--- config.mk ---
export PLATFORM = sky130hd
export DESIGN_NAME = rgb_hue_pwm
export DESIGN_NICKNAME = d
export VERILOG_FILES = /design/src/rtl/rgb_hue_pwm.sv
export SDC_FILE = /design/constraint.sdc
export NUM_CORES = 1
export LEC_CHECK = 0
export CAP_MARGIN = 20
export CORE_MARGIN = 5
export CORE_UTILIZATION = 40
export CTS_CLUSTER_SIZE = 12
export DETAILED_ROUTE_END_ITERATION = 8
export PLACE_DENSITY = 0.69
export SYNTH_ARGS = -nofsm -noshare
export SYNTH_HDL_FRONTEND = slang
export SYNTH_SLANG_ARGS = --single-unit
--- constraint.sdc ---
create_clock -name clk -period 2.1 [get_ports clk]
set_input_delay 0.42 -clock clk [delete_from_list [all_inputs] [get_ports clk]]
set_output_delay 0.42 -clock clk [all_outputs]
set_load 0.01 [all_outputs]
--- src/rtl/rgb_hue_pwm.sv ---
// rgb_hue_pwm: RGB LED driver producing a six-segment hue wheel or a static
// colour, rendered as glitch-free PWM on three pads.
//
// Optional feature macro: RGB_PWM_BRIGHTNESS_EN
//   defined   -> latched duty = (raw * (bright + 1)) >> PWM_BITS
//   undefined -> latched duty = raw duty, bright is ignored
//
// Pads are combinational from registered on-states so that an asynchronous
// reset drives them to the inactive level without waiting for a clock.
module rgb_hue_pwm #(
  parameter int unsigned PWM_BITS    = 8,
  parameter int unsigned STEP_CYCLES = 12000,
  parameter bit          ACTIVE_LOW  = 1'b1
) (
  input  logic                clk,
  input  logic                rst_n,
  input  logic                en,
  input  logic                mode,
  input  logic [PWM_BITS-1:0] static_r,
  input  logic [PWM_BITS-1:0] static_g,
  input  logic [PWM_BITS-1:0] static_b,
  input  logic [PWM_BITS-1:0] bright,
  output logic                RGB_R,
  output logic                RGB_G,
  output logic                RGB_B,
  output logic                wheel_wrap
);

  localparam logic [PWM_BITS-1:0] MAX      = '1;
  localparam int unsigned         PRE_W    = (STEP_CYCLES > 1) ? $clog2(STEP_CYCLES) : 1;
  localparam logic [PRE_W-1:0]    PRE_LAST = PRE_W'(STEP_CYCLES - 1);

  // Hue wheel segments, in rotation order
  typedef enum logic [2:0] {
    SEG_0 = 3'd0,
    SEG_1 = 3'd1,
    SEG_2 = 3'd2,
    SEG_3 = 3'd3,
    SEG_4 = 3'd4,
    SEG_5 = 3'd5
  } seg_e;

  logic [PRE_W-1:0]    pre_q,  pre_d;
  logic [PWM_BITS-1:0] pcnt_q, pcnt_d;
  seg_e                seg_q,  seg_d;
  logic [PWM_BITS-1:0] ramp_q, ramp_d;
  logic                wrap_q, wrap_d;
  logic [PWM_BITS-1:0] duty_r_q, duty_r_d;
  logic [PWM_BITS-1:0] duty_g_q, duty_g_d;
  logic [PWM_BITS-1:0] duty_b_q, duty_b_d;
  logic                on_r_q, on_r_d;
  logic                on_g_q, on_g_d;
  logic                on_b_q, on_b_d;

  logic                tick;
  logic                boundary;
  logic [PWM_BITS-1:0] raw_r, raw_g, raw_b;

  assign tick     = en && (pre_q == PRE_LAST);
  assign boundary = en && (pcnt_q == MAX);

`ifdef RGB_PWM_BRIGHTNESS_EN
  // Full-width product keeps bright = MAX an exact identity after the shift
  function automatic logic [PWM_BITS-1:0] scale(input logic [PWM_BITS-1:0] raw,
                                                input logic [PWM_BITS-1:0] lvl);
    logic [2*PWM_BITS-1:0] prod;
    prod = (2*PWM_BITS)'(raw) * (2*PWM_BITS)'({1'b0, lvl} + (PWM_BITS+1)'(1));
    return prod[2*PWM_BITS-1:PWM_BITS];
  endfunction
`else
  function automatic logic [PWM_BITS-1:0] scale(input logic [PWM_BITS-1:0] raw,
                                                input logic [PWM_BITS-1:0] lvl);
    logic lvl_unused;
    lvl_unused = ^lvl;
    return raw;
  endfunction
`endif

  // Raw duties: static colour or the wheel position decoded per segment
  always_comb begin
    // NOTE: every combinational output gets a default first so no path can
    // leave it unassigned and infer a latch.
    raw_r = '0;
    raw_g = '0;
    raw_b = '0;
    if (mode) begin
      raw_r = static_r;
      raw_g = static_g;
      raw_b = static_b;
    end else begin
      unique case (seg_q)
        SEG_0: begin raw_r = MAX;          raw_g = ramp_q;       raw_b = '0;           end
        SEG_1: begin raw_r = MAX - ramp_q; raw_g = MAX;          raw_b = '0;           end
        SEG_2: begin raw_r = '0;           raw_g = MAX;          raw_b = ramp_q;       end
        SEG_3: begin raw_r = '0;           raw_g = MAX - ramp_q; raw_b = MAX;          end
        SEG_4: begin raw_r = ramp_q;       raw_g = '0;           raw_b = MAX;          end
        SEG_5: begin raw_r = MAX;          raw_g = '0;           raw_b = MAX - ramp_q; end
        default: begin raw_r = '0;         raw_g = '0;           raw_b = '0;           end
      endcase
    end
  end

  // Next state: prescaler, PWM counter and hue sequencer; en=0 blanks
  always_comb begin
    pre_d  = pre_q;
    pcnt_d = pcnt_q;
    seg_d  = seg_q;
    ramp_d = ramp_q;
    wrap_d = 1'b0;
    if (!en) begin
      pre_d  = '0;
      pcnt_d = '0;
    end else begin
      pcnt_d = pcnt_q + 1'b1;
      pre_d  = tick ? '0 : pre_q + 1'b1;
      if (tick && !mode) begin
        if (ramp_q == MAX) begin
          ramp_d = '0;
          if (seg_q == SEG_5) begin
            seg_d  = SEG_0;
            wrap_d = 1'b1;
          end else begin
            seg_d = seg_e'(seg_q + 3'd1);
          end
        end else begin
          ramp_d = ramp_q + 1'b1;
        end
      end
    end
  end

  // Duty latch only at the period boundary; on-states compare against latched duty
  always_comb begin
    duty_r_d = duty_r_q;
    duty_g_d = duty_g_q;
    duty_b_d = duty_b_q;
    if (boundary) begin
      duty_r_d = scale(raw_r, bright);
      duty_g_d = scale(raw_g, bright);
      duty_b_d = scale(raw_b, bright);
    end
    on_r_d = en && (pcnt_q < duty_r_q);
    on_g_d = en && (pcnt_q < duty_g_q);
    on_b_d = en && (pcnt_q < duty_b_q);
  end

  // State registers, all cleared asynchronously
  always_ff @(posedge clk or negedge rst_n) begin
    if (!rst_n) begin
      pre_q    <= '0;
      pcnt_q   <= '0;
      seg_q    <= SEG_0;
      ramp_q   <= '0;
      wrap_q   <= 1'b0;
      duty_r_q <= '0;
      duty_g_q <= '0;
      duty_b_q <= '0;
      on_r_q   <= 1'b0;
      on_g_q   <= 1'b0;
      on_b_q   <= 1'b0;
    end else begin
      // NOTE: non-blocking assignments so every register samples pre-edge
      // values regardless of statement order.
      pre_q    <= pre_d;
      pcnt_q   <= pcnt_d;
      seg_q    <= seg_d;
      ramp_q   <= ramp_d;
      wrap_q   <= wrap_d;
      duty_r_q <= duty_r_d;
      duty_g_q <= duty_g_d;
      duty_b_q <= duty_b_d;
      on_r_q   <= on_r_d;
      on_g_q   <= on_g_d;
      on_b_q   <= on_b_d;
    end
  end

  assign RGB_R      = on_r_q ^ ACTIVE_LOW;
  assign RGB_G      = on_g_q ^ ACTIVE_LOW;
  assign RGB_B      = on_b_q ^ ACTIVE_LOW;
  assign wheel_wrap = wrap_q;

endmodule

=== Word-level counts from Yosys, hierarchy flattened ===
Cells that the tools add are included.
W data, S select, Z words.

* $lt $le $gt $ge: 3
* Bitwise logic cells: 3
* Add/sub/neg operators: 5
* Equality and inequality tests: 8
* Muxes and demuxes: 15
* Reductions and logical operators: 13

{| class="wikitable"
|+ Operators by type and width
! cell !! count
|-
| $pmux W8 S3 || 3
|-
| $mux W8 || 5
|-
| $mux W14 || 2
|-
| $lt A8 B8 Y1 || 3
|-
| $add A8 B1 Y8 const B || 2
|-
| $eq A8 B8 Y1 const B || 2
|-
| $add A14 B1 Y14 const B || 1
|-
| $eq A14 B14 Y1 const B || 1
|-
| $sub A8 B8 Y8 const A || 1
|-
| $eq A3 B2 Y1 const B || 2
|-
| $eq A3 B3 Y1 const B || 2
|-
| $logic_and A1 B1 Y1 || 6
|-
| $reduce_or A2 Y1 || 3
|-
| $mux W1 || 4
|-
| $add A3 B1 Y3 const B || 1
|-
| $eq A3 B1 Y1 const B || 1
|-
| $logic_not A3 Y1 || 1
|-
| $mux W3 || 1
|-
| $not A1 Y1 || 3
|-
| $reduce_and A3 Y1 || 1
|-
| $reduce_and A2 Y1 || 1
|-
| $logic_not A1 Y1 || 1
|}

* Register bits after elaboration: 61
* Input bits: 36

=== Logic depth before layout (Yosys ltp) ===
Gate-level depths: netlist of the first run.

* Depth after elaboration: 5
* Mapped depth: 7
* Gate-level depth less buffers: 5

=== Least setup slack after synthesis of the first run ===
No wires, ideal clock.

* Kind: flip-flop to flip-flop
* From: reg pre_q[5]
* To: reg seg_q[2]
* Cell stages (with the launch flop): 5
* Path slack: 54 ps
* Setup time: 127 ps
* Arrival: 1,919 ps
* Buffers on the path: 0
* Cells stage by stage: dfrtp_1 > or4b_4 > nor4_4 > and3_4 > mux2_1

* Longest elaborated chain between the ends: 4

{| class="wikitable"
|+ RTL lines
! item !! line !! RTL
|-
| start, declared || 43 || <nowiki>logic [PRE_W-1:0] pre_q, pre_d;</nowiki>
|-
| start signal, assigned || 164 || <nowiki>pre_q <= pre_d;</nowiki>
|-
| $eq A14 B14 Y1 || 59 || <nowiki>assign tick = en && (pre_q == PRE_LAST);</nowiki>
|-
| $logic_and A1 B1 Y1 || 59 ||
|-
| $logic_and A1 B1 Y1 || 116 || <nowiki>if (tick && !mode) begin</nowiki>
|-
| $reduce_and A3 Y1 (no source line) || n/a ||
|-
| end signal, assigned || 166 || <nowiki>seg_q <= seg_d;</nowiki>
|-
| end, declared || 45 || <nowiki>seg_e seg_q, seg_d;</nowiki>
|}

Every way passes these cells.
A chain may end at the register's enable or synchronous reset.

=== Final worst setup path of the first run ===
* From: reg pre_q[12]
* To: reg ramp_q[3]

* Longest elaborated chain between the ends: 4

{| class="wikitable"
|+ RTL lines
! item !! line !! RTL
|-
| $eq A14 B14 Y1 || 59 ||
|-
| $logic_and A1 B1 Y1 || 59 ||
|-
| $logic_and A1 B1 Y1 || 116 ||
|-
| $reduce_and A2 Y1 (no source line) || n/a ||
|-
| end signal, assigned || 167 || <nowiki>ramp_q <= ramp_d;</nowiki>
|-
| end, declared || 46 || <nowiki>logic [PWM_BITS-1:0] ramp_q, ramp_d;</nowiki>
|}

Every way passes these cells.

==> results of run 1 <==
[worst max path at each step]
stage	to	slack, ps	depth (start not counted)
after detailed placement	seg_q[1]	-120	6
after CTS	seg_q[1]	80	6
after floorplan	seg_q[2]	50	4
final	ramp_q[3]	160	4
after global placement	seg_q[1]	-70	6
after global routing	seg_q[1]	60	7
[layout make-up]
| class | count | area share [%] |
|---|---|---|
| well taps | 111 | 3.11 |
| repair buffers | 48 | 10.3 |
| flip-flops and latches | 61 | 34.2 |
| multi-input cells | 298 | 44.4 |
| clock buffers | 12 | 3.48 |
| inverters | 35 | 2.94 |
| clock inverters | 4 | 1.57 |
[metrics by stage]
stage	hold WS (ps)	total power [mW]
finish	437	2.58
CTS	428	2.61
detailed placement	274	1.42
global route	453	2.68
global placement	272	1.41
floorplan	124	1.30
[logic make-up after synthesis]
logic type	count (synthesis)	share of synthesized area [%]
fa+ha+maj	25	8.41
xor+xnor	19	4.48
buf+inv	57	5.79
compound gates	108	18.0
simple gates	136	19.5
flops	61	41.1
mux	10	2.76
[per-layer routing]
metal	routed length, microns	track usage, %	part of all wire (%)
met1	4030	21.6	45
met2	4240	27.2	48
met3	488	4.74	5.5
met4	150	5.09	1.7
met5	0	0	0
[registers in the layout, summed over array words and instances (netlist names)]
name / count
pre_q: 14
ramp_q: 8
pcnt_q: 8
duty_g_q: 8
on_b_q: 1
on_g_q: 1
seg_q: 3
duty_r_q: 8
duty_b_q: 8
wheel_wrap: 1
on_r_q: 1
[report_power, final]
group          switching [mW]  total, mW  internal [mW]
Combinational          0.0927      0.193          0.100
Sequential             0.0140       1.20           1.19
Clock                   0.456       1.19          0.729
[critical path, delay by kind of cell (launching register included)]
family           cells  cell delay, ps
AND/OR/NAND/NOR      2            1120
flip-flops           1             410
AO/OA/AOI/OAI        2             290
[layout by cell type, fill, tap and decap left out, types with 8 or more instances in the layout]
cell	n
sky130_fd_sc_hd__dfrtp_1	61
sky130_fd_sc_hd__o21ai_0	46
sky130_fd_sc_hd__nor2_1	27
sky130_fd_sc_hd__nand2_1	33
sky130_fd_sc_hd__clkbuf_8	11
sky130_fd_sc_hd__and2_1	15
sky130_fd_sc_hd__xnor2_1	13
sky130_fd_sc_hd__a221oi_1	15
sky130_fd_sc_hd__nand3_1	10
sky130_fd_sc_hd__o22ai_1	8
sky130_fd_sc_hd__nand2b_1	10
sky130_fd_sc_hd__nor2b_1	9
sky130_fd_sc_hd__a21oi_1	15
sky130_fd_sc_hd__buf_4	14
sky130_fd_sc_hd__clkdlybuf4s50_1	30
sky130_fd_sc_hd__mux2i_1	8
sky130_fd_sc_hd__ha_1	25
sky130_fd_sc_hd__nand4_1	8
sky130_fd_sc_hd__inv_1	34
sky130_fd_sc_hd__o31ai_1	10
[timing repair]
| item | CTS | global route |
|---|---|---|
| resized for setup | 0 | 1 |
| setup endpoints to repair | 0 | 4 |
| setup buffers | 0 | 1 |
| hold buffers | 1 | 0 |
| hold endpoints to repair | 5 | 0 |
==> out/results.md, run 1 <==
| Stage | Item | Reported |
|:---|:---|:---|
| timing | Final clock period utilization by the worst path | 92.5% |
| critical path | Worst Path Class, Setup | reg -> reg |
| outcome | Outcome | finished clean |
| timing | Post-layout min period | 1940 ps |
| timing | Pin slew with the least headroom to its limit | 557 ps |
| synthesis | Number of distinct library cells after synthesis | 39 |
| finish | Ant diodes | 0 |
| synthesis | Avg Inst Size Synth | 8.94 sq um |
| synthesis | Number of flops mapped to enable cells by yosys | 0 |
| finish | Utilization of the core after routing | 48.8% |
| placement | Place WS | -118 ps |
| placement | Number of I/O port buffers | 31 |
| finish | Area Overhead vs Synth | 20.1% |
| finish | Final design instance area without fill | 4460 sq um |
| synthesis | Syn nets | 477 |
| clock tree | Clock-pin transition on the worst setup and hold timing paths | 70 ps |
| critical path | Critical R2R Capture | ramp_q[3] |
| timing | Final Setup Violations | 0 |
| floorplan | Die area | 11300 sq um |
| floorplan | Die span in x | 106 microns |
| finish | Count of placed standard cells in the final layout, fillers left out | 569 |
| synthesis | Synthesized instance count | 416 |
| grt | Vias in the first global route | 2989 |
| grt | Number of antenna violations at the first check in global routing | 0 |
| placement | Count of placed standard cells including taps | 551 |
| synthesis | Cell types with the highest counts after synthesis | 61 x sky130_fd_sc_hd__dfrtp_1, 46 x sky130_fd_sc_hd__o21ai_0, 34 x sky130_fd_sc_hd__inv_1, 33 x sky130_fd_sc_hd__nand2_1, 27 x sky130_fd_sc_hd__nor2_1 |
| clock tree | Buffer type at the clock tree root | sky130_fd_sc_hd__clkbuf_8 |
| timing | Setup TNS | 0 ps |
| critical path | Cells on worst reg2reg path | 4 |
| placement | Placer congestion estimate | 0.851 |
| timing | RSZ-0062 raised after global routing | no |
| placement | Placed inst area | 4220 sq um |
| floorplan | I/O Pins | 40 |
| timing | FMAX | 515 MHz |
| synthesis | Sequential area share after synthesis | 41.1% |
| run | Max-capacitance violation count | 0 |
| grt | All-Layer GR Usage | 16.8% |
| critical path | Top fanout value on the critical path | 3 |
| finish | Fill cell instance count of the final layout | 844 |
| timing | Final critical-path setup slack | 158 ps |
| synthesis | Largest cells by area after synthesis | sky130_fd_sc_hd__dfrtp_1 41%, sky130_fd_sc_hd__ha_1 8.4%, sky130_fd_sc_hd__o21ai_0 6.2%, sky130_fd_sc_hd__a221oi_1 3.5%, sky130_fd_sc_hd__inv_1 3.4% |
| clock tree | Clock tree from TritonCTS | yes |
| grt | Global-route wire length before repair | 14800 microns |
| grt | Total congestion overflow | 0 |
| timing | Headroom to the max-slew limit | 62.8% |
| floorplan | Site row count | 35 |
| timing | Setup Skew | 8.63 ps |
| routing | Violation count after the first detailed-routing iteration | 224 |
| floorplan | Die height | 106 microns |
| routing | Routed length per instance | 15.7 microns |
| critical path | Register-to-register path setup slack | 160 ps |
| routing | Detail Route Antenna Nets | 0 |
| pwr | Largest voltage drop on the vdd net | 0.375 mV |
| synthesis | Share of flip-flops with an asynchronous set or reset | 100% |
| finish | Multi-input gate area in the final layout | 1980 sq um |
| synthesis | Yosys warns | 0 |
| clock tree | Maximum buffer depth of the clock tree | 2 |
| synthesis | Portion of synthesized cell area occupied by the leading cell type | 41.1% |
| clock tree | Number of buffers created by CTS | 9 |
| critical path | Critical path arrival | 2160 ps |
| critical path | CP Launch Type | register |
| finish | Combined flip-flop and latch cell area | 1530 sq um |
| synthesis | Most frequent cell after synthesis | sky130_fd_sc_hd__dfrtp_1 |
| clock tree | Number of levels in the clock H-tree | 3 |
| pwr | Power density of the placed cells | 578 nW/um^2 |
| routing | First-pass detailed-route iteration total | 5 |
| routing | Sum of routed wire length over all layers | 8910 microns |
| timing | Final count of hold timing violations | 0 |
| synthesis | Synth Register Bits | 61 |
| synthesis | Post-Syn Area | 3720 sq um |
| floorplan | Core Region | 9150 sq um |
| routing | Total DRC errors in the routed layout | 0 |
| routing | Count of vias placed by the detailed router | 3122 |
| grt | Largest net degree at the start of global routing | 39 |
| critical path | Critical R2R Launch | pre_q[12] |
| worst hold path | Min-delay worst type | in -> async |
| critical path | Critical path endpoint category | register |
| finish | Final nets | 514 |
| critical path | Worst setup startpoint | pre_q[12] |
| critical path | Crit-path max cell delay | 560 ps |
| synthesis | Synth Flop Type | sky130_fd_sc_hd__dfrtp_1 |
| critical path | Cell-by-cell listing of the critical path | or4b_4 > or4_1 > o21ai_0 > o31ai_1 |
| synthesis | Largest area contributor in the netlist | sky130_fd_sc_hd__dfrtp_1 |
| placement | Dpl hpwl | 6500 microns |
| routing | Vias per std cell | 5.49 |
| pwr | Leakage | 1.95 nW |
| timing | Number of slew-limit violations in the final report | 0 |
| critical path | Slowest cell on crit path | sky130_fd_sc_hd__or4b_4 |
| clock tree | Worst-skew pair later-pin latency | 350 ps |
| critical path | Data required, critical path | 2310 ps |
| clock tree | Clock sink count | 61 |
| floorplan | Initial Utilization | 40.6% |
| finish | Share of post-route cells with drive strength above 1 | 8.08% |
Note: power is estimated with default switching activity, not from simulation.
==> run 2: changes to the inputs <==
Settings changed: ABC_AREA from default to 1.
==> run 2 against run 1 <==
  * Die area increased by 6.4%
  * Count of clock-buffer cells in the layout unchanged
  * Register-to-register slack improved by 160 ps
  * Power decreased by 9.5%
  * Clock skew increased by 3.0 ps
  * Combinational power decreased by 10%
  * Critical endpoint is now duty_r_q[1]
  * Worst hold slack got worse by 380 ps
  * Sequential share of layout area decreased by 1.2 points
  * Highest routed layer unchanged
  * Via count increased by 13%
  * Sequential cell count unchanged
==> out/results.md, run 2 <==
| Stage | Item | Reported |
|:---|:---|:---|
| outcome | Outcome | finished clean |
| grt | All-Layer GR Usage | 16.8% |
| critical path | Critical R2R Launch | pcnt_q[1] |
| synthesis | Synth Flop Type | sky130_fd_sc_hd__dfrtp_1 |
| synthesis | Sequential area share after synthesis | 38.4% |
| synthesis | Most frequent cell after synthesis | sky130_fd_sc_hd__nand2_1 |
| floorplan | Die span in x | 110 microns |
| timing | Final clock period utilization by the worst path | 85.0% |
| timing | Post-layout min period | 1790 ps |
| clock tree | Buffer type at the clock tree root | sky130_fd_sc_hd__clkbuf_8 |
| floorplan | Core Region | 9730 sq um |
| finish | Most frequent cells in the layout | 161 x sky130_fd_sc_hd__nand2_1, 70 x sky130_fd_sc_hd__inv_1, 61 x sky130_fd_sc_hd__dfrtp_1 |
| critical path | Cells on worst reg2reg path | 7 |
| synthesis | Yosys warns | 0 |
| synthesis | Share of flip-flops with an asynchronous set or reset | 100% |
| finish | Share of post-route cells with drive strength above 1 | 8.28% |
| timing | Setup Skew | 11.6 ps |
| finish | Max reg flops | 14 |
| timing | FMAX | 560 MHz |
| pwr | Largest voltage drop on the vdd net | 0.353 mV |
| grt | Global-route wire length before repair | 15900 microns |
| run | Max-capacitance violation count | 0 |
| routing | First-pass detailed-route iteration total | 4 |
| clock tree | Number of buffers created by CTS | 9 |
| timing | Min Hold Slack | 56.2 ps |
| finish | Final design instance area without fill | 4620 sq um |
| synthesis | Largest cells by area after synthesis | sky130_fd_sc_hd__dfrtp_1 38%, sky130_fd_sc_hd__nand2_1 15%, sky130_fd_sc_hd__ha_1 7.9%, sky130_fd_sc_hd__inv_1 6.6%, sky130_fd_sc_hd__nand3_1 6.4% |
| finish | Biggest register | pre_q |
| critical path | CP Launch Type | register |
| critical path | Register-to-register path setup slack | 310 ps |
| timing | Setup TNS | 0 ps |
| placement | Placer congestion estimate | 0.882 |
| pwr | Overall power consumption | 2.34 mW |
| clock tree | Cells resized by post-CTS repair | 0 |
| routing | Count of vias placed by the detailed router | 3534 |
| timing | Headroom to the max-slew limit | 71.0% |
| synthesis | Portion of synthesized cell area occupied by the leading cell type | 38.4% |
| floorplan | Die height | 110 microns |
| critical path | Top fanout value on the critical path | 32 |
| placement | Dpl hpwl | 7050 microns |
| critical path | Critical path endpoint category | register |
| synthesis | Number of flops mapped to enable cells by yosys | 0 |
| timing | Final critical-path setup slack | 315 ps |
| timing | Pin slew with the least headroom to its limit | 435 ps |
| synthesis | Number of distinct library cells after synthesis | 33 |
| clock tree | Number of setup buffers added after CTS | 0 |
| clock tree | Number of levels in the clock H-tree | 3 |
| routing | Routed length per instance | 12.9 microns |
| routing | Sum of routed wire length over all layers | 9360 microns |
| grt | Vias in the first global route | 3436 |
| routing | Violation count after the first detailed-routing iteration | 156 |
| routing | Total DRC errors in the routed layout | 0 |
| finish | Ant diodes | 0 |
| grt | Number of antenna violations at the first check in global routing | 0 |
| pwr | Leakage | 2.27 nW |
| placement | Placed inst area | 4450 sq um |
| timing | Number of slew-limit violations in the final report | 0 |
| clock tree | Worst-skew pair later-pin latency | 340 ps |
| floorplan | Site row count | 36 |
| synthesis | Largest area contributor in the netlist | sky130_fd_sc_hd__dfrtp_1 |
| clock tree | Hold Buf Count CTS | 0 |
| pwr | Power density of the placed cells | 505 nW/um^2 |
| synthesis | Syn nets | 614 |
| timing | RSZ-0062 raised after global routing | no |
| synthesis | Synth Register Bits | 61 |
| clock tree | Clock tree from TritonCTS | yes |
| synthesis | Post-Syn Area | 3980 sq um |
| synthesis | Avg Inst Size Synth | 7.19 sq um |
| finish | Fill cell instance count of the final layout | 981 |
| clock tree | Clock sink count | 61 |
| critical path | Worst Path Class, Setup | reg -> reg |
| timing | Final Setup Violations | 0 |
| clock tree | Clock-pin transition on the worst setup and hold timing paths | 70 ps |
| synthesis | Cell types with the highest counts after synthesis | 161 x sky130_fd_sc_hd__nand2_1, 70 x sky130_fd_sc_hd__inv_1, 61 x sky130_fd_sc_hd__dfrtp_1, 51 x sky130_fd_sc_hd__nand3_1, 42 x sky130_fd_sc_hd__nor2_1 |
| floorplan | Initial Utilization | 40.9% |
| placement | Number of I/O port buffers | 31 |
| critical path | Critical R2R Capture | duty_r_q[1] |
| grt | Largest net degree at the start of global routing | 62 |
| timing | Final count of hold timing violations | 0 |
| routing | Detail Route Antenna Nets | 0 |
| finish | Most common cell after layout, fill and taps aside | sky130_fd_sc_hd__nand2_1 |
| floorplan | I/O Pins | 40 |
| critical path | Data required, critical path | 2330 ps |
| grt | Total congestion overflow | 0 |
| worst hold path | Min-delay worst type | in -> async |
| critical path | Critical path arrival | 2010 ps |
| placement | Place WS | 77.0 ps |
| finish | Final nets | 648 |
| synthesis | Synthesized instance count | 553 |
| finish | Area Overhead vs Synth | 16.2% |
| clock tree | Maximum buffer depth of the clock tree | 2 |
| routing | Vias per std cell | 4.87 |
| floorplan | Die area | 12000 sq um |
[run 2: cell count changes in the layout (fill, tap and decap cells not counted), moves of 11 or more]
| cell | delta |
|---|---|
| sky130_fd_sc_hd__nand2_1 | +128 |
| sky130_fd_sc_hd__nand3_1 | +41 |
| sky130_fd_sc_hd__inv_1 | +36 |
| sky130_fd_sc_hd__o21ai_0 | -24 |
| sky130_fd_sc_hd__a21boi_1 | +16 |
| sky130_fd_sc_hd__a21oi_1 | +15 |
| sky130_fd_sc_hd__a221oi_1 | -15 |
| sky130_fd_sc_hd__and2_1 | -15 |
| sky130_fd_sc_hd__nor2_1 | +15 |
| sky130_fd_sc_hd__xnor2_1 | -11 |
[run 2: how the worst max path moves through the flow]
stage	cells past startpoint	slack (ps)	startpoint	to
detailed placement	9	80	en	seg_q[1]
floorplan	7	690	pcnt_q[1]	duty_r_q[6]
CTS	7	340	pcnt_q[1]	duty_r_q[1]
global route	7	160	pcnt_q[1]	duty_g_q[2]
global placement	9	80	en	seg_q[2]
finish	7	310	pcnt_q[1]	duty_r_q[1]
[run 2: logic make-up (layout without fill, tap and decap cells)]
family	after synthesis	after routing	share of synthesized area (%)
flops	61	61	38.4
buf+inv	92	131	9.31
xor+xnor	6	6	1.32
simple gates	286	286	31.3
compound gates	83	83	11.9
fa+ha+maj	25	25	7.86
[run 2: metrics by stage]
stage,instances,utilization (%)
after floorplan,553,-
after global placement,709,45.7
after detailed placement,709,45.7
after CTS,725,47.5
after global routing,725,47.5
final,725,47.5
[run 2: per-layer routing]
layer	global-route usage, %	share of wire (%)	vias to the layer above
met5	0	0	-
met4	6.14	1.9	0
met3	3.29	2.8	18
met2	29.4	48	51
met1	20.4	47	1629
li1	-	-	1836
[run 2: critical path: stages (launching register included)]
cell and delay, ps:
sky130_fd_sc_hd__dfrtp_1 470, sky130_fd_sc_hd__ha_1 250, sky130_fd_sc_hd__nand2_1 80, sky130_fd_sc_hd__nor2_2 190, sky130_fd_sc_hd__nand3_2 120, sky130_fd_sc_hd__buf_4 250, sky130_fd_sc_hd__a21oi_1 220, sky130_fd_sc_hd__a21boi_1 90
[run 2: power by group]
group / internal, mW / total, mW / leakage, nW / switching [mW]
clock network: 0.487 / 0.964 / 0.0921 / 0.477
registers: 1.19 / 1.20 / 0.715 / 0.0123
logic: 0.0861 / 0.173 / 1.47 / 0.0867
[run 2: layout make-up]
type | count | area (sq um) | share of cell area, %
Inverter | 74 | 278 | 6.01
Timing Repair Buffer | 41 | 393 | 8.50
Clock inverter | 4 | 22.5 | 0.487
Tap cell | 133 | 166 | 3.60
Clock buffer | 12 | 155 | 3.36
Sequential cell | 61 | 1530 | 33.0
Multi-Input combinational cell | 400 | 2080 | 45.0
==> run 3: changes to the inputs <==
Settings changed: CELL_PAD_IN_SITES_DETAIL_PLACEMENT from default to 1, CELL_PAD_IN_SITES_GLOBAL_PLACEMENT from default to 1, CORE_UTILIZATION 40 to 38, PLACE_DENSITY 0.69 to 0.84.
==> run 3 against run 2 <==
  * Die area up 4.8%
  * Non-clock buffer count up 1
  * Fmax down 0.32%
  * Count of clock-buffer cells in the layout down 3
  * Via count up 3.1%
  * Largest cell class unchanged
  * Critical endpoint is now duty_g_q[0]
  * Combinational power up 2%
==> out/results.md, run 3 (same netlist as run 2, synthesis figures left out) <==
| Stage | Item | Reported |
|:---|:---|:---|
| floorplan | Die height | 112 microns |
| routing | Vias per std cell | 5.00 |
| critical path | Crit-path max cell delay | 490 ps |
| floorplan | Die area | 12600 sq um |
| grt | Vias in the first global route | 3912 |
| finish | Share of post-route cells with drive strength above 1 | 8.60% |
| finish | Ant diodes | 0 |
| clock tree | Number of buffers created by CTS | 9 |
| critical path | Cell-by-cell listing of the critical path | ha_1 > nand2_1 > nor2_2 > nand3_2 > buf_12 > a21oi_1 > a21boi_1 |
| finish | Final design instance area without fill | 4650 sq um |
| critical path | Critical path endpoint category | register |
| clock tree | Clock tree from TritonCTS | yes |
| timing | RSZ-0062 raised after global routing | no |
| finish | Count of placed standard cells in the final layout, fillers left out | 729 |
| clock tree | Number of levels in the clock H-tree | 3 |
| routing | Total DRC errors in the routed layout | 0 |
| routing | First-pass detailed-route iteration total | 4 |
| timing | Final clock period utilization by the worst path | 85.3% |
| timing | Setup Skew | 8.42 ps |
| grt | Number of antenna violations at the first check in global routing | 1 |
| floorplan | Die span in x | 112 microns |
| pwr | Largest voltage drop on the vdd net | 0.282 mV |
| run | Max-capacitance violation count | 0 |
| routing | Detail Route Antenna Nets | 0 |
| routing | Violation count after the first detailed-routing iteration | 176 |
| clock tree | Hold Buf Count CTS | 0 |
| clock tree | Maximum buffer depth of the clock tree | 2 |
| critical path | Category of cells accounting for the largest share of critical-path delay | flip-flops |
| placement | Number of I/O port buffers | 31 |
| critical path | Data required, critical path | 2320 ps |
| critical path | CP Launch Type | register |
| clock tree | Clock sink count | 61 |
| finish | Most frequent cells in the layout | 161 x sky130_fd_sc_hd__nand2_1, 70 x sky130_fd_sc_hd__inv_1, 61 x sky130_fd_sc_hd__dfrtp_1 |
| floorplan | Core Region | 10300 sq um |
| worst hold path | Min-delay worst type | in -> async |
| critical path | Top fanout value on the critical path | 32 |
| critical path | Crit path buf inv count | 1 |
| timing | Setup TNS | 0 ps |
| timing | Final Setup Violations | 0 |
| clock tree | Buffer type at the clock tree root | sky130_fd_sc_hd__clkbuf_8 |
| critical path | Critical path arrival | 2010 ps |
| clock tree | Worst-skew pair later-pin latency | 340 ps |
| clock tree | Clock-pin transition on the worst setup and hold timing paths | 80 ps |
| timing | Number of slew-limit violations in the final report | 0 |
| finish | Final nets | 649 |
| critical path | Worst Path Class, Setup | reg -> reg |
| placement | Dpl hpwl | 8510 microns |
| placement | Placed inst area | 4470 sq um |
| placement | Count of placed standard cells including taps | 713 |
| routing | Routed length per instance | 15.0 microns |
| finish | Max reg flops | 14 |
| pwr | Leakage | 2.27 nW |
| finish | Biggest register | pre_q |
| grt | Total congestion overflow | 0 |
| timing | Final count of hold timing violations | 0 |
| grt | Global-route wire length before repair | 18700 microns |
| clock tree | Cells resized by post-CTS repair | 0 |
| finish | Most common cell after layout, fill and taps aside | sky130_fd_sc_hd__nand2_1 |
| clock tree | Number of setup buffers added after CTS | 0 |
| timing | Pin slew with the least headroom to its limit | 421 ps |
| placement | Placer congestion estimate | 0.879 |
| timing | Headroom to the max-slew limit | 71.9% |
| floorplan | Site row count | 37 |
| grt | All-Layer GR Usage | 18.0% |
| outcome | Outcome | finished clean |
| finish | Area Overhead vs Synth | 16.8% |
| timing | FMAX | 558 MHz |
| timing | Post-layout min period | 1790 ps |
| pwr | Power density of the placed cells | 502 nW/um^2 |
| floorplan | I/O Pins | 40 |
| floorplan | Initial Utilization | 38.7% |
| routing | Sum of routed wire length over all layers | 10900 microns |
| routing | Count of vias placed by the detailed router | 3642 |
| pwr | Overall power consumption | 2.33 mW |
| critical path | Slowest cell on crit path | sky130_fd_sc_hd__dfrtp_1 |
| grt | Largest net degree at the start of global routing | 62 |
==> run 3: cell types whose count changed in the layout (fill, tap and decap cells not counted), sizes merged <==
| cell | change |
|---|---|
| clkinvlp | +3 |
| buf | +1 |
| clkbuf | -3 |
==> run 3: through the flow <==
stage | setup WS [ps] | hold slack (ps) | utilization [%]
after global routing | 135 | 96.6 | 45.2
after floorplan | 692 | 124 | -
after CTS | 305 | 87.5 | 45.2
after global placement | 61.0 | 452 | 43.5
final | 309 | 68.9 | 45.2
after detailed placement | 7.15 | 460 | 43.5
==> run 3: power breakdown <==
group	total, mW	switching (mW)	internal [mW]
Sequential	1.20	0.0127	1.19
Clock	0.956	0.528	0.429
Combinational	0.177	0.0902	0.0868
Total	2.33	0.631	1.70
==> run 3: worst reg2reg max path: stages, from the launching register on <==
cell	delay [ps]
sky130_fd_sc_hd__dfrtp_1	490
sky130_fd_sc_hd__ha_1	230
sky130_fd_sc_hd__nand2_1	70
sky130_fd_sc_hd__nor2_2	190
sky130_fd_sc_hd__nand3_2	160
sky130_fd_sc_hd__buf_12	200
sky130_fd_sc_hd__a21oi_1	230
sky130_fd_sc_hd__a21boi_1	100
==> run 3: final timing paths <==
| kind | from | to | slack [ps] | cells after the start |
|---|---|---|---|---|
| min reg2reg | pre_q[0] | pre_q[0] | 460 | 1 |
| max | pcnt_q[1] | duty_g_q[0] | 310 | 7 |
| min in group clk | pre_q[0] | pre_q[0] | 460 | 1 |
| max reg2reg | pcnt_q[1] | duty_g_q[0] | 310 | 7 |
| max in group asynchronous | rst_n | seg_q[0] | 1740 | 2 |
| min | rst_n | on_b_q | 70 | 2 |
==> run 3: cell type report <==
| type | count | area, sq um |
|---|---|---|
| fillers | 1311 | 5630 |
| multi-input cells | 400 | 2080 |
| flip-flops and latches | 61 | 1530 |
| repair buffers | 42 | 413 |
| inverters | 74 | 278 |
| well taps | 136 | 170 |
| clock buffers | 9 | 124 |
| clock inverters | 7 | 52.6 |
==> run 3: routing by layer <==
layer  track usage [%]  up-vias  routed length [microns]
met1              20.9     1735                     4690
met3              4.15       19                      322
met2              33.1       50                     5680
met5                 0        -                       13
li1                  -     1836                        -
met4              5.21        2                      203
==> variant 1 (flow settings as in run 3) <==
Build with the macro `RGB_PWM_BRIGHTNESS_EN` defined.
--- a/src/rtl/rgb_hue_pwm.sv
+++ b/src/rtl/rgb_hue_pwm.sv
@@ -7,6 +7,8 @@
 //
 // Pads are combinational from registered on-states so that an asynchronous
 // reset drives them to the inactive level without waiting for a clock.
+`define RGB_PWM_BRIGHTNESS_EN
+
 module rgb_hue_pwm #(
   parameter int unsigned PWM_BITS    = 8,
   parameter int unsigned STEP_CYCLES = 12000,
Function: same outputs for any inputs over 10 cycles, from zero or initial values and one cycle with rst_n low; that may be too few to reach the edited logic, so the function may still have changed.
==> variant 1 against run 3 <==
  * The flow now finishes with violations (setup timing)
  * Area after synthesis rose to 2.6 times the old value
  * Cell count rose to 2.9 times the old value
  * Design area rose to 3.4 times the old value
  * Combinational power rose to 100 times the old value
  * Sequential cell count did not move
  * Fmax fell by 74%
  * Wire length rose to 6.8 times the old value
  * Total power rose to 9.3 times the old value
  * Worst setup slack got worse by 5.2 ns
  * Synthesized cell count rose to 2.5 times the old value
  * Count of clock-buffer cells in the layout did not move
  * Clock power rose by 100%
  * Sequential power rose by 28%
==> variant 1: results (changes against run 3) <==
number of search-and-repair iterations in the first detailed-routing pass 7 (was 4); power of the combinational group 0.0182 W (was 0.000177 W); Iter 0 DRT Violations 1732 (was 176); count of cells along the worst register-to-register path 27 (was 7); estimated wirelength of the detail-placed design 32.8 mm (was 8.51 mm); pwr/cell area 1370 nW/µm² (was 502 nW/µm²); Clock Skews 0.0165 ns (was 0.00842 ns); clock latency at the later pin of the worst-skew pair 0.37 ns (was 0.34 ns); peak fanout along the critical path 7 (was 32); placer congestion estimate 0.882 (was 0.879); vias in the first global route 14483 (was 3912); portion of total power attributed to sequential cells 0.071 (was 0.514); status complete, but fails checks (was complete, no violations); violated checks setup timing; Setup WS pre-CTS -3.62 ns (was 0.00715 ns); count of final setup violators 31 (was 0); final critical-path setup slack -4.89 ns (was 0.309 ns); Fin Hold WS 0.0484 ns (was 0.0689 ns); Area after DPL 13500 µm² (was 4470 µm²); net count of the mapped netlist 1685 (was 614); syn_area_per_cell 7.40 µm² (was 7.19 µm²); final-layout fill cell count 3133 (was 1311); fraction of layout instances using a drive strength above 1 0.392 (was 0.0860); number of antenna violations at the first check in global routing 3 (was 1); Biggest register pre_q (unchanged); Sw Share 0.550 (was 0.270); Synth area leaders sky130_fd_sc_hd__fa_1 (23%), sky130_fd_sc_hd__dfrtp_1 (15%), sky130_fd_sc_hd__ha_1 (15%), sky130_fd_sc_hd__inv_1 (10%), sky130_fd_sc_hd__nand2_1 (8.5%) (was sky130_fd_sc_hd__dfrtp_1 (38%), sky130_fd_sc_hd__nand2_1 (15%), sky130_fd_sc_hd__ha_1 (7.9%), sky130_fd_sc_hd__inv_1 (6.6%), sky130_fd_sc_hd__nand3_1 (6.4%)); worst-margin pin slew 1.06 ns (was 0.421 ns); total routing resource utilization after global routing 0.361 (was 0.180); share of synthesized area occupied by flip-flops and latches 0.147 (was 0.384); average wire per standard cell 35.7 µm (was 15.0 µm); number of unique standard cell types used by synthesis 46 (was 33); top cell types by occurrence after synthesis sky130_fd_sc_hd__inv_1 (285), sky130_fd_sc_hd__nand2_1 (236), sky130_fd_sc_hd__nor2_1 (221) (was sky130_fd_sc_hd__nand2_1 (161), sky130_fd_sc_hd__inv_1 (70), sky130_fd_sc_hd__dfrtp_1 (61)); placeable core area 27000 µm² (was 10300 µm²); cell at the root of the clock tree sky130_fd_sc_hd__clkbuf_16 (was sky130_fd_sc_hd__clkbuf_8); # port buffers 39 (was 31); RR Endpoint duty_g_q[5] (was duty_g_q[0]); total detailed-routing wirelength 74.7 mm (was 10.9 mm); first-pass GRT wire length 84.9 mm (was 18.7 mm)
[variant 1: cell type report]
class / instances / share of cell area
multi-input cells: 1025 / 0.592
repair buffers: 349 / 0.189
flip-flops and latches: 61 / 0.0969
inverters: 296 / 0.0731
well taps: 341 / 0.0270
clock buffers: 9 / 0.0143
clock inverters: 7 / 0.00784
diodes: 3 / 0.000475
[variant 1: kinds of logic (layout without fill, tap and decap cells)]
family | after synthesis | count (layout) | share of synthesized area
compound gates | 151 | 151 | 0.0888
xor+xnor | 23 | 23 | 0.0193
fa+ha+maj | 242 | 242 | 0.377
buf+inv | 321 | 661 | 0.117
flops | 61 | 61 | 0.147
mux | 1 | 1 | 0.00108
other cells | 0 | 3 | 0
simple gates | 608 | 608 | 0.250
[variant 1: repair_timing]
action / CTS / global route
pin swaps: 67 / 73
setup endpoints to repair: 25 / 37
buffers inserted: 38 / 42
gates resized for setup: 185 / 155
gates cloned: 1 / 0
[variant 1: worst max-delay path: stages, from the launching register on]
cell                       delay [ns]
sky130_fd_sc_hd__dfrtp_2         0.51
sky130_fd_sc_hd__buf_4           0.17
sky130_fd_sc_hd__nand2_4         0.06
sky130_fd_sc_hd__inv_4           0.06
sky130_fd_sc_hd__ha_4            0.19
sky130_fd_sc_hd__nand2_1         0.31
sky130_fd_sc_hd__o211ai_1        0.58
sky130_fd_sc_hd__o21a_1          0.32
sky130_fd_sc_hd__inv_4           0.10
sky130_fd_sc_hd__buf_4           0.17
sky130_fd_sc_hd__nor2_4          0.10
sky130_fd_sc_hd__ha_2            0.20
sky130_fd_sc_hd__inv_1           0.08
sky130_fd_sc_hd__fa_1            0.55
sky130_fd_sc_hd__inv_1           0.18
sky130_fd_sc_hd__fa_1            0.58
sky130_fd_sc_hd__inv_1           0.20
sky130_fd_sc_hd__fa_1            0.47
sky130_fd_sc_hd__inv_1           0.32
sky130_fd_sc_hd__ha_4            0.32
sky130_fd_sc_hd__buf_12          0.15
sky130_fd_sc_hd__a21oi_4         0.22
sky130_fd_sc_hd__o21ai_2         0.13
sky130_fd_sc_hd__a21oi_2         0.18
sky130_fd_sc_hd__nand2_1         0.22
sky130_fd_sc_hd__nand2_2         0.23
sky130_fd_sc_hd__nand3_1         0.12
sky130_fd_sc_hd__o21ai_0         0.10
[variant 1: metal layers]
layer,GRT usage,share of wire,vias up
met5,0,0.0023,-
met4,0.368,0.14,6
met3,0.0781,0.13,818
met2,0.615,0.43,1458
met1,0.354,0.30,6629
li1,-,-,5073
[variant 1: stage by stage]
stage / utilization / TNS [ns]
2_1_floorplan: - / -54.00
3_3_place_gp: 0.501 / -77.92
3_5_place_dp: 0.501 / -84.55
4_1_cts: 0.553 / -65.51
5_1_grt: 0.586 / -96.16
6_report: 0.586 / -95.04
==> variant 2 (config.mk and constraints of run 3) <==
Without the edit above. Reset style: synchronous (`rst_n`), changed in one clocked block. Comments in the files are not updated.
--- a/src/rtl/rgb_hue_pwm.sv
+++ b/src/rtl/rgb_hue_pwm.sv
@@ -145,7 +145,7 @@
   end
 
   // State registers, all cleared asynchronously
-  always_ff @(posedge clk or negedge rst_n) begin
+  always_ff @(posedge clk) begin
     if (!rst_n) begin
       pre_q    <= '0;
       pcnt_q   <= '0;
Check against the original RTL: same outputs for any inputs over 10 cycles, from zero or initial values and one cycle with rst_n low; that may be too few to reach the edited logic, so the function may still have changed.
==> variant 2 against run 3 <==
  * Total power up 12%
  * Clock skew up 0.0031 ns
  * Area after synthesis down 6.2%
  * Sequential power down 3%
  * Design area down 4.5%
  * Worst setup slack better by 0.0093 ns
  * Sequential cell count unchanged
  * Combinational power down 21%
  * Wire length down 0.71%
  * Clock power up 38%
  * Largest cell class unchanged
  * Largest power group is now clock
==> variant 2: results (changes against run 3) <==
Area after DPL 4200 µm² (was 4470 µm²); path class of the lowest-slack min-delay path register to register (was primary input to asynchronous set/reset pin); final-layout fill cell count 1266 (was 1311); number of flip-flops under the largest register name 14 (unchanged); maximum number of pins on one net before global-route repair 33 (was 62); first-pass GRT wire length 18.4 mm (was 18.7 mm); clock buffer count from CTS 9 (unchanged); Layout Nets 669 (was 649); estimated wirelength of the detail-placed design 8.14 mm (was 8.51 mm); most common cell in the netlist sky130_fd_sc_hd__nand2_1 (unchanged); vias per inst 5.00 (about the same); status complete, no violations (unchanged); net count of the mapped netlist 637 (was 614); vias in the first global route 4020 (was 3912); crit path max-delay cell type sky130_fd_sc_hd__dfxtp_1 (was sky130_fd_sc_hd__dfrtp_1); Synth area leaders sky130_fd_sc_hd__dfxtp_1 (33%), sky130_fd_sc_hd__nand2_1 (18%), sky130_fd_sc_hd__a21oi_1 (9.4%), sky130_fd_sc_hd__ha_1 (8.4%), sky130_fd_sc_hd__inv_1 (6.7%) (was sky130_fd_sc_hd__dfrtp_1 (38%), sky130_fd_sc_hd__nand2_1 (15%), sky130_fd_sc_hd__ha_1 (7.9%), sky130_fd_sc_hd__inv_1 (6.6%), sky130_fd_sc_hd__nand3_1 (6.4%)); Iter 0 DRT Violations 139 (was 176); number of search-and-repair iterations in the first detailed-routing pass 4 (unchanged); average wire per standard cell 14.5 µm (was 15.0 µm); cell at the root of the clock tree sky130_fd_sc_hd__clkbuf_8 (unchanged); Clock Skews 0.0115 ns (was 0.00842 ns); Setup WS pre-CTS 0.0909 ns (was 0.00715 ns); fraction of layout instances using a drive strength above 1 0.0653 (was 0.0860); top cell types by occurrence after synthesis sky130_fd_sc_hd__nand2_1 (181), sky130_fd_sc_hd__a21oi_1 (70), sky130_fd_sc_hd__inv_1 (67) (was sky130_fd_sc_hd__nand2_1 (161), sky130_fd_sc_hd__inv_1 (70), sky130_fd_sc_hd__dfrtp_1 (61)); total routing resource utilization after global routing 0.197 (was 0.180); Largest delay share family, worst path simple AND/OR/NAND/NOR gates (was flip-flops); # port buffers 31 (unchanged); number of H-tree levels 3 (unchanged); post-CTS repair timing setup buffer count 0 (unchanged); number of unique standard cell types used by synthesis 31 (was 33); share of flip-flops with an asynchronous set or reset after synthesis 0 (was 1.00); Rel. slew slack 0.618 (was 0.719); peak fanout along the critical path 26 (was 32); predominant post-synthesis flop cell sky130_fd_sc_hd__dfxtp_1 (was sky130_fd_sc_hd__dfrtp_1); number of antenna violations at the first check in global routing 0 (was 1); placer congestion estimate 0.847 (was 0.879); number of warnings printed during yosys synthesis 0 (unchanged); share of synthesized area occupied by flip-flops and latches 0.327 (was 0.384); maximum cell stage delay along the critical path 0.42 ns (was 0.49 ns); Max IR drop VDD 0.246 mV (was 0.282 mV); Leak 1.95 nW (was 2.27 nW)
-- variant 2: logic make-up after synthesis --
kind of cell             synth area share
XOR/XNOR                           0.0211
adder cells (fa/ha/maj)            0.0838
buffers and inverters               0.100
AND/OR/NAND/NOR                     0.330
flip-flops                          0.327
AO/OA/AOI/OAI                       0.137
-- variant 2: metrics by stage --
stage,utilization,total power [W],std cells
global placement,0.433,0.00133,730
global route,0.458,0.00271,746
floorplan,-,0.00124,576
detailed placement,0.433,0.00133,730
CTS,0.458,0.00264,746
finish,0.458,0.00262,746
-- variant 2: final cells by class --
type / count / share of cell area
Multi-Input combinational cell: 424 / 0.482
Sequential cell: 61 / 0.275
Tap cell: 133 / 0.0375
Inverter: 69 / 0.0584
Clock buffer: 12 / 0.0327
Timing Repair Buffer: 43 / 0.0931
Clock inverter: 4 / 0.0214
-- variant 2: metal layers --
metal / share of wire / up-vias / track usage / wire (µm)
met3: 0.028 / 19 / 0.0349 / 300
met2: 0.51 / 48 / 0.353 / 5480
li1: - / 1906 / - / -
met1: 0.45 / 1760 / 0.231 / 4830
met5: 0 / - / 0 / 0
met4: 0.020 / 0 / 0.0748 / 216
-- variant 2: power by group --
group	switching [W]	internal [W]	leakage [nW]
Combinational	0.0000697	0.0000703	1.33
Clock	0.000496	0.000821	0.121
Sequential	0.00000427	0.00116	0.492
Total	0.000570	0.00205	1.95
-- variant 2: worst paths after layout --
check,startpoint,endpoint,slack [ns],depth (start not counted)
max,pcnt_q[1],duty_r_q[6],0.32,7
max reg2reg,pcnt_q[1],duty_r_q[6],0.32,7
min,pre_q[0],pre_q[0],0.47,1
min reg2reg,pre_q[0],pre_q[0],0.47,1
